File: config.mk
export PLATFORM = sky130hd
export DESIGN_NAME = pg_ctrl_md
export DESIGN_NICKNAME = d
export VERILOG_FILES = /design/src/rtl/pg_ctrl_md.sv
export SDC_FILE = /design/constraint.sdc
export NUM_CORES = 1
export LEC_CHECK = 0
export BUFFER_PORTS_ARGS = -buffer_cell sky130_fd_sc_hd__buf_2
export CORE_MARGIN = 8
export CORE_UTILIZATION = 40
export DETAILED_ROUTE_END_ITERATION = 16
export PLACE_DENSITY_LB_ADDON = 0.25
export SLEW_MARGIN = 20
export SYNTH_ARGS = -nofsm -noshare
export SYNTH_HDL_FRONTEND = slang
export SYNTH_SLANG_ARGS = --single-unit
File: constraint.sdc
create_clock -name cpu_clk -period 3.1 [get_ports cpu_clk]
set_clock_uncertainty 0.15 [all_clocks]
set_input_delay 0.31 -clock cpu_clk [delete_from_list [all_inputs] [get_ports cpu_clk]]
set_output_delay 0.31 -clock cpu_clk [all_outputs]
set_load 0.05 [all_outputs]
File: src/rtl/pg_ctrl_md.sv
// Per-domain light/deep-sleep power-gating sequencers; outputs are registered from next state, so each is valid in the first cycle of its state.
// No backpressure: wfi is sampled every cycle and wake_req is 2-flop synchronised. PG_WAKE_STAGGER_EN serialises MOTHER_WAKE across domains.
module pg_ctrl_md #(
  parameter int               N_DOM       = 2,
  parameter int               CNT_W       = 40,
  parameter logic [CNT_W-1:0] THRESHOLD   = 40'd1000,
  parameter int               SAVE_CYC    = 3,
  parameter int               MSLEEP_CYC  = 3,
  parameter int               MWAKE_CYC   = 3,
  parameter int               RST_CYC     = 8,
  parameter int               RESTORE_CYC = 3
) (
  input  logic             cpu_clk,
  input  logic             cpu_rstn,
  input  logic [N_DOM-1:0] wfi,
  input  logic [N_DOM-1:0] wake_req,
  output logic [N_DOM-1:0] cpu_clk_g,
  output logic [N_DOM-1:0] save,
  output logic [N_DOM-1:0] restore,
  output logic [N_DOM-1:0] isolation_on,
  output logic [N_DOM-1:0] mother_sleep,
  output logic [N_DOM-1:0] daughter_sleep,
  output logic [N_DOM-1:0] pg_resetn,
  output logic [N_DOM-1:0] deep_sleep
);

  typedef enum logic [3:0] {
    ST_IDLE, ST_LIGHT, ST_SAVE, ST_ISO_ON, ST_MSLEEP,
    ST_DSLEEP, ST_MWAKE, ST_RESET, ST_RESTORE, ST_CLK_ON
  } state_t;

  localparam logic [CNT_W-1:0] THR_LAST     = THRESHOLD - 1'b1;
  localparam logic [3:0]       SAVE_LAST    = 4'(SAVE_CYC - 1);
  localparam logic [3:0]       MSLEEP_LAST  = 4'(MSLEEP_CYC - 1);
  localparam logic [3:0]       MWAKE_LAST   = 4'(MWAKE_CYC - 1);
  localparam logic [3:0]       RST_LAST     = 4'(RST_CYC - 1);
  localparam logic [3:0]       RESTORE_LAST = 4'(RESTORE_CYC - 1);

  logic [N_DOM-1:0] wake_m, wake_s;
  state_t           state_q [N_DOM];
  state_t           state_d [N_DOM];
  logic [3:0]       phase_q [N_DOM];
  logic [3:0]       phase_d [N_DOM];
  logic [CNT_W-1:0] lcnt_q  [N_DOM];
  logic [CNT_W-1:0] lcnt_d  [N_DOM];
  logic [N_DOM-1:0] gate_q, gate_d;
  logic [N_DOM-1:0] dsl_go;
  logic [N_DOM-1:0] save_d, restore_d, iso_d, msleep_d, dsleep_d, resetn_d, deep_d;

`ifdef PG_WAKE_STAGGER_EN
  logic [N_DOM-1:0] pend_q, pend_d, ds_req;
  logic             any_mw, granted;

  // Lowest-index waiting domain wins, and only while nobody is in MOTHER_WAKE.
  always_comb begin
    any_mw  = 1'b0;
    granted = 1'b0;
    dsl_go  = '0;
    ds_req  = '0;
    for (int i = 0; i < N_DOM; i++) begin
      if (state_q[i] == ST_MWAKE) any_mw = 1'b1;
    end
    for (int i = 0; i < N_DOM; i++) begin
      ds_req[i] = (state_q[i] == ST_DSLEEP) && (wake_s[i] || pend_q[i]);
      if (ds_req[i] && !any_mw && !granted) begin
        dsl_go[i] = 1'b1;
        granted   = 1'b1;
      end
    end
    pend_d = ds_req & ~dsl_go;
  end

  always_ff @(posedge cpu_clk or negedge cpu_rstn) begin
    if (!cpu_rstn) pend_q <= '0;
    else           pend_q <= pend_d;
  end
`else
  assign dsl_go = wake_s;
`endif

  always_comb begin
    save_d    = '0;
    restore_d = '0;
    iso_d     = '0;
    msleep_d  = '0;
    dsleep_d  = '0;
    resetn_d  = '1;
    deep_d    = '0;
    gate_d    = '0;
    for (int i = 0; i < N_DOM; i++) begin
      state_d[i] = state_q[i];
      case (state_q[i])
        ST_IDLE:    if (wfi[i] && !wake_s[i]) state_d[i] = ST_LIGHT;
        ST_LIGHT:   if (wake_s[i]) state_d[i] = ST_IDLE;
                    else if (lcnt_q[i] == THR_LAST) state_d[i] = ST_SAVE;
        ST_SAVE:    if (wake_s[i]) state_d[i] = ST_IDLE;
                    else if (phase_q[i] == SAVE_LAST) state_d[i] = ST_ISO_ON;
        ST_ISO_ON:  state_d[i] = wake_s[i] ? ST_CLK_ON : ST_MSLEEP;
        ST_MSLEEP:  if (wake_s[i]) state_d[i] = ST_RESET;
                    else if (phase_q[i] == MSLEEP_LAST) state_d[i] = ST_DSLEEP;
        ST_DSLEEP:  if (dsl_go[i]) state_d[i] = ST_MWAKE;
        // Wake is deliberately ignored from here on: the power-up sequence must complete.
        ST_MWAKE:   if (phase_q[i] == MWAKE_LAST) state_d[i] = ST_RESET;
        ST_RESET:   if (phase_q[i] == RST_LAST) state_d[i] = ST_RESTORE;
        ST_RESTORE: if (phase_q[i] == RESTORE_LAST) state_d[i] = ST_CLK_ON;
        ST_CLK_ON:  state_d[i] = ST_IDLE;
        default:    state_d[i] = ST_IDLE;
      endcase

      if (state_d[i] != state_q[i])   phase_d[i] = '0;
      else if (phase_q[i] != 4'hf)    phase_d[i] = phase_q[i] + 4'd1;
      else                            phase_d[i] = phase_q[i];

      if (state_q[i] == ST_LIGHT && state_d[i] == ST_LIGHT)
        lcnt_d[i] = (lcnt_q[i] != '1) ? lcnt_q[i] + 1'b1 : lcnt_q[i];
      else
        lcnt_d[i] = '0;

      save_d[i]    = (state_d[i] == ST_SAVE);
      restore_d[i] = (state_d[i] == ST_RESTORE);
      resetn_d[i]  = (state_d[i] != ST_RESET);
      iso_d[i]     = state_d[i] inside {ST_ISO_ON, ST_MSLEEP, ST_DSLEEP, ST_MWAKE, ST_RESET, ST_RESTORE};
      msleep_d[i]  = state_d[i] inside {ST_MSLEEP, ST_DSLEEP};
      dsleep_d[i]  = state_d[i] inside {ST_DSLEEP, ST_MWAKE};
      deep_d[i]    = (state_d[i] == ST_DSLEEP);
      gate_d[i]    = state_d[i] inside {ST_LIGHT, ST_SAVE, ST_ISO_ON, ST_MSLEEP, ST_DSLEEP, ST_MWAKE, ST_RESET};
    end
  end

  always_ff @(posedge cpu_clk or negedge cpu_rstn) begin
    if (!cpu_rstn) begin
      wake_m         <= '0;
      wake_s         <= '0;
      gate_q         <= '0;
      save           <= '0;
      restore        <= '0;
      isolation_on   <= '0;
      mother_sleep   <= '0;
      daughter_sleep <= '0;
      pg_resetn      <= '1;
      deep_sleep     <= '0;
      for (int i = 0; i < N_DOM; i++) begin
        state_q[i] <= ST_IDLE;
        phase_q[i] <= '0;
        lcnt_q[i]  <= '0;
      end
    end else begin
      wake_m         <= wake_req;
      wake_s         <= wake_m;
      gate_q         <= gate_d;
      save           <= save_d;
      restore        <= restore_d;
      isolation_on   <= iso_d;
      mother_sleep   <= msleep_d;
      daughter_sleep <= dsleep_d;
      pg_resetn      <= resetn_d;
      deep_sleep     <= deep_d;
      for (int i = 0; i < N_DOM; i++) begin
        state_q[i] <= state_d[i];
        phase_q[i] <= phase_d[i];
        lcnt_q[i]  <= lcnt_d[i];
      end
    end
  end

  // Behavioural stand-in for the vendor ICG cell.
  assign cpu_clk_g = {N_DOM{cpu_clk}} & ~gate_q;

endmodule

After elaboration in Yosys (flattened, before gate mapping). Cells that the tools add are included.

Logic and storage cells: 122. Output and inout bits: 16. Register bits: 116. Input bits: 6.

Equal/unequal tests: 48. Bitwise operators: 2. Add/sub/neg operators: 4. Muxes and demuxes: 34. Reductions and logical operators: 18.

Operators by type and width (count): 2-to-1 mux 40 bit (4); 2-to-1 mux 4 bit (28); adder 40 x 1 -> 40 bit, second input constant (2); equality test 40 x 10 -> 1 bit, second input constant (2); != test 40 bit, second input constant (2); equality test 4 x 3 -> 1 bit, second input constant (18); case mux 4 bit (9 select lines) (2); equality test 4 x 2 -> 1 bit, second input constant (10); equality test 4 x 1 -> 1 bit, second input constant (4); equality test 4 bit, second input constant (4); nonzero test 7 bit (2); nonzero test 2 bit (6); nonzero test 6 bit (2); adder 4 x 1 -> 4 bit, second input constant (2); logical NOT 4 bit (2); != test 4 x 3 -> 1 bit, second input constant (2); != test 4 bit (2); != test 4 bit, second input constant (2); logical AND 1 bit (4); != test 2 x 1 -> 1 bit, second input constant (2); bitwise AND 2 bit (1); logical NOT 1 bit (2); inverter 2 bit (1).

Depth between registers and ports, before layout.
Depth after elaboration: 7. Mapped depth: 9. Mapped depth without buffers: 8.

==> key figures <==
Die
  – Core ar.: 15,800 sq um
  – Ports: 22
  – Die Width: 143 um
  – DIE HEIGHT: 143 um
  – Initial Util: 0.406
  – Die area: between 20,000 and 25,000 sq um
  – # rows: 46

STA
  – Hold WS: around 0.14 ns
  – Final Max Slew Viols: 0
  – Worst setup margin: 0.440 ns
  – Final setup violation count: 0
  – Rel. slew slack: 0.553
  – Setup_tns: 0 ns
  – Final Hold Viols: 0
  – Worst-Margin Slew: 0.665 ns
  – Tmin final: 2.66 ns
  – RSZ-0062 raised after global routing: false
  – Fmax: 0.376 GHz
  – Fin crit share: 0.858

CTS
  – CTS tree: yes
  – Worst-Skew Late Latency: 0.53 ns
  – Clk pin slew, worst setup/hold paths: 0.06 ns
  – Post-CTS resize count: 0

Worst setup path
  – Slowest cell on the critical path: or4_1
  – Nature of the critical path endpoint: flip-flop
  – Slowest stage delay, CP: 0.53 ns
  – Critical Path AT: just under 3 ns
  – Worst Reg-to-Reg Cells: 6
  – Worst Path Max Fanout: 5
  – Critical path class: flip-flop to flip-flop
  – Worst setup SP type: flip-flop
  – Critical Path, Cell by Cell: or4_1, or4_4, nor4_4, nor2b_2, o21ai_0, a21oi_1
  – Req. time, crit path: 3.34 ns

Drt
  – DRC: 0
  – Via density: 5.57
  – M1 wire length: 6.75 mm
  – DR WL met2: just under 7 mm
  – DR iter-0 viols: 397
  – Final ANT Viol Nets: 0
  – Via count: 5,385
  – DR WL met3: 734 um
  – First-pass DRT Iterations: 5
  – Top sig layer: met5
  – Drt wl/cell: 15.1 um
  – Total Routed Length: between 10 and 15 mm

Synthesis
  – Syn_nets: 718
  – Synth area leaders: dfrtp_1 45%, xnor2_1 6.4%, nor2_1 5.6%, nor4_1 3.6%, nand3_1 3.4%
  – Most frequent cell after synthesis: dfrtp_1
  – Syn_area_per_cell: 9.07 sq um
  – Post-synth EDFFs: 0
  – Post-Syn Instances: 706
  – Mapped cell area: about 6400 sq um
  – Synth Register Bits: 116
  – Synth top area share: 0.446
  – Synth Warn #: 0
  – Seq/Total Area, Yosys: 0.454
  – Top FF cell, synth: dfrtp_1
  – Synth top cells by count: 114 x dfrtp_1, 96 x nor2_1, 47 x xnor2_1
  – Async set or reset register ratio after synthesis: 1.00
  – Yosys cell types: between 60 and 70
  – Cell taking the most area after synthesis: dfrtp_1

Global route
  – Initial antenna violation count: 1
  – Largest net degree at the start of global routing: 81
  – Total Routing Usage GR: 0.155
  – First-pass GRT wire length: 25.2 mm
  – Total grt overflow: 0
  – Via count of the first global-routing pass: 5,403

Outcome
  – Outcome: completed

Finish
  – Finished Layout Cells: about 970
  – Final Util: 0.476
  – Antenna diodes: 0
  – Layout cell share with drive strength beyond 1: 0.116
  – Final nets: 750
  – Area delta synth->final: 17.2%
  – Final design area excluding fillers: 7500 sq um

Place
  – GP Congestion: 0.825
  – Post-place setup slack: 0.496 ns
  – DP Wirelength: 9.78 mm
  – IO Port Bufs: 21
  – DP Area: between 6000 and 7000 sq um
  – DP Cell Count: 928

Run
  – Max cap viols: 0

Pwr
  – Design Power: 5.37 mW
  – PD cells: a little over 700 nW/um^2
  – Worst vdd ir: roughly 0.55 mV
  – Static leakage: approximately 2.9 nW

Hold path
  – Min-Delay Path Class: input port to async pin
## worst paths after layout
kind / endpoint / slack [ns] / start
max: phase_q[5] / 0.44 / lcnt_q[61]
min: wake_m[0] / 0.14 / cpu_rstn
max reg2reg: phase_q[5] / 0.44 / lcnt_q[61]
min reg2reg: dsl_go[1] / 0.20 / wake_m[1]
max in group asynchronous: pg_resetn[1] / 1.85 / cpu_rstn
min in group cpu_clk: dsl_go[1] / 0.20 / wake_m[1]
## cell type report
type,instances,area [sq um]
fillers,1507,8270
well taps,216,270
flip-flops and latches,116,2910
repair buffers,34,230
clock inverters,9,125
multi-input cells,543,3300
inverters,20,75.1
clock buffers,29,598
## sequential cells by signal, indices dropped and copies added, names as in the netlist
| name | count |
|---|---|
| daughter_sleep | 2 |
| deep_sleep | 2 |
| dsl_go | 2 |
| gate_q | 2 |
| isolation_on | 2 |
| lcnt_q | 80 |
| mother_sleep | 2 |
| pg_resetn | 2 |
| phase_q | 8 |
| restore | 2 |
| save | 2 |
| state_q | 8 |
| wake_m | 2 |
## critical path: cells and delay by family, from the launching register on
kind,cells,cell delay [ns]
AOI/OAI and AO/OA,2,0.62
DFF,1,0.43
and+or+nand+nor,4,1.32
## timing repair
item / in CTS / in global routing
hold buffers: 3 / 0
buffers inserted: 0 / 0
endpoints found under the hold margin: 38 / 0
## cell families after synthesis
kind of cell / count (synthesis) / synth area share
simple gates: 375 / 0.317
flops: 116 / 0.454
compound gates: 96 / 0.0940
xor+xnor: 61 / 0.0835
buf+inv: 47 / 0.0321
fa+ha+maj: 6 / 0.0117
mux: 5 / 0.00801
## layout by cell type, fill, tap and decap left out, drive strengths merged, types with 27 or more instances in the layout
cell type / count
nand3: 45
nand4: 29
buf: 33
a21oi: 35
nand2: 44
xnor2: 47
dfrtp: 114
nor4: 40
nor2: 96
clkbuf: 27
nor3: 35
## where the power goes
part | internal (mW) | switching, mW | leakage [nW]
logic | 0.393 | 0.737 | 0.925
clock network | 1.58 | 0.791 | 0.362
registers | 1.67 | 0.197 | 1.58
total | 3.64 | 1.72 | 2.86
## layer usage
layer  global-route usage  vias up
li1                     -     2627
met1                0.183     2605
met3               0.0533       27
met4               0.0817        2
met5                    0        -
met2                0.246      124
No activity file was read; power rests on OpenSTA's default activity.
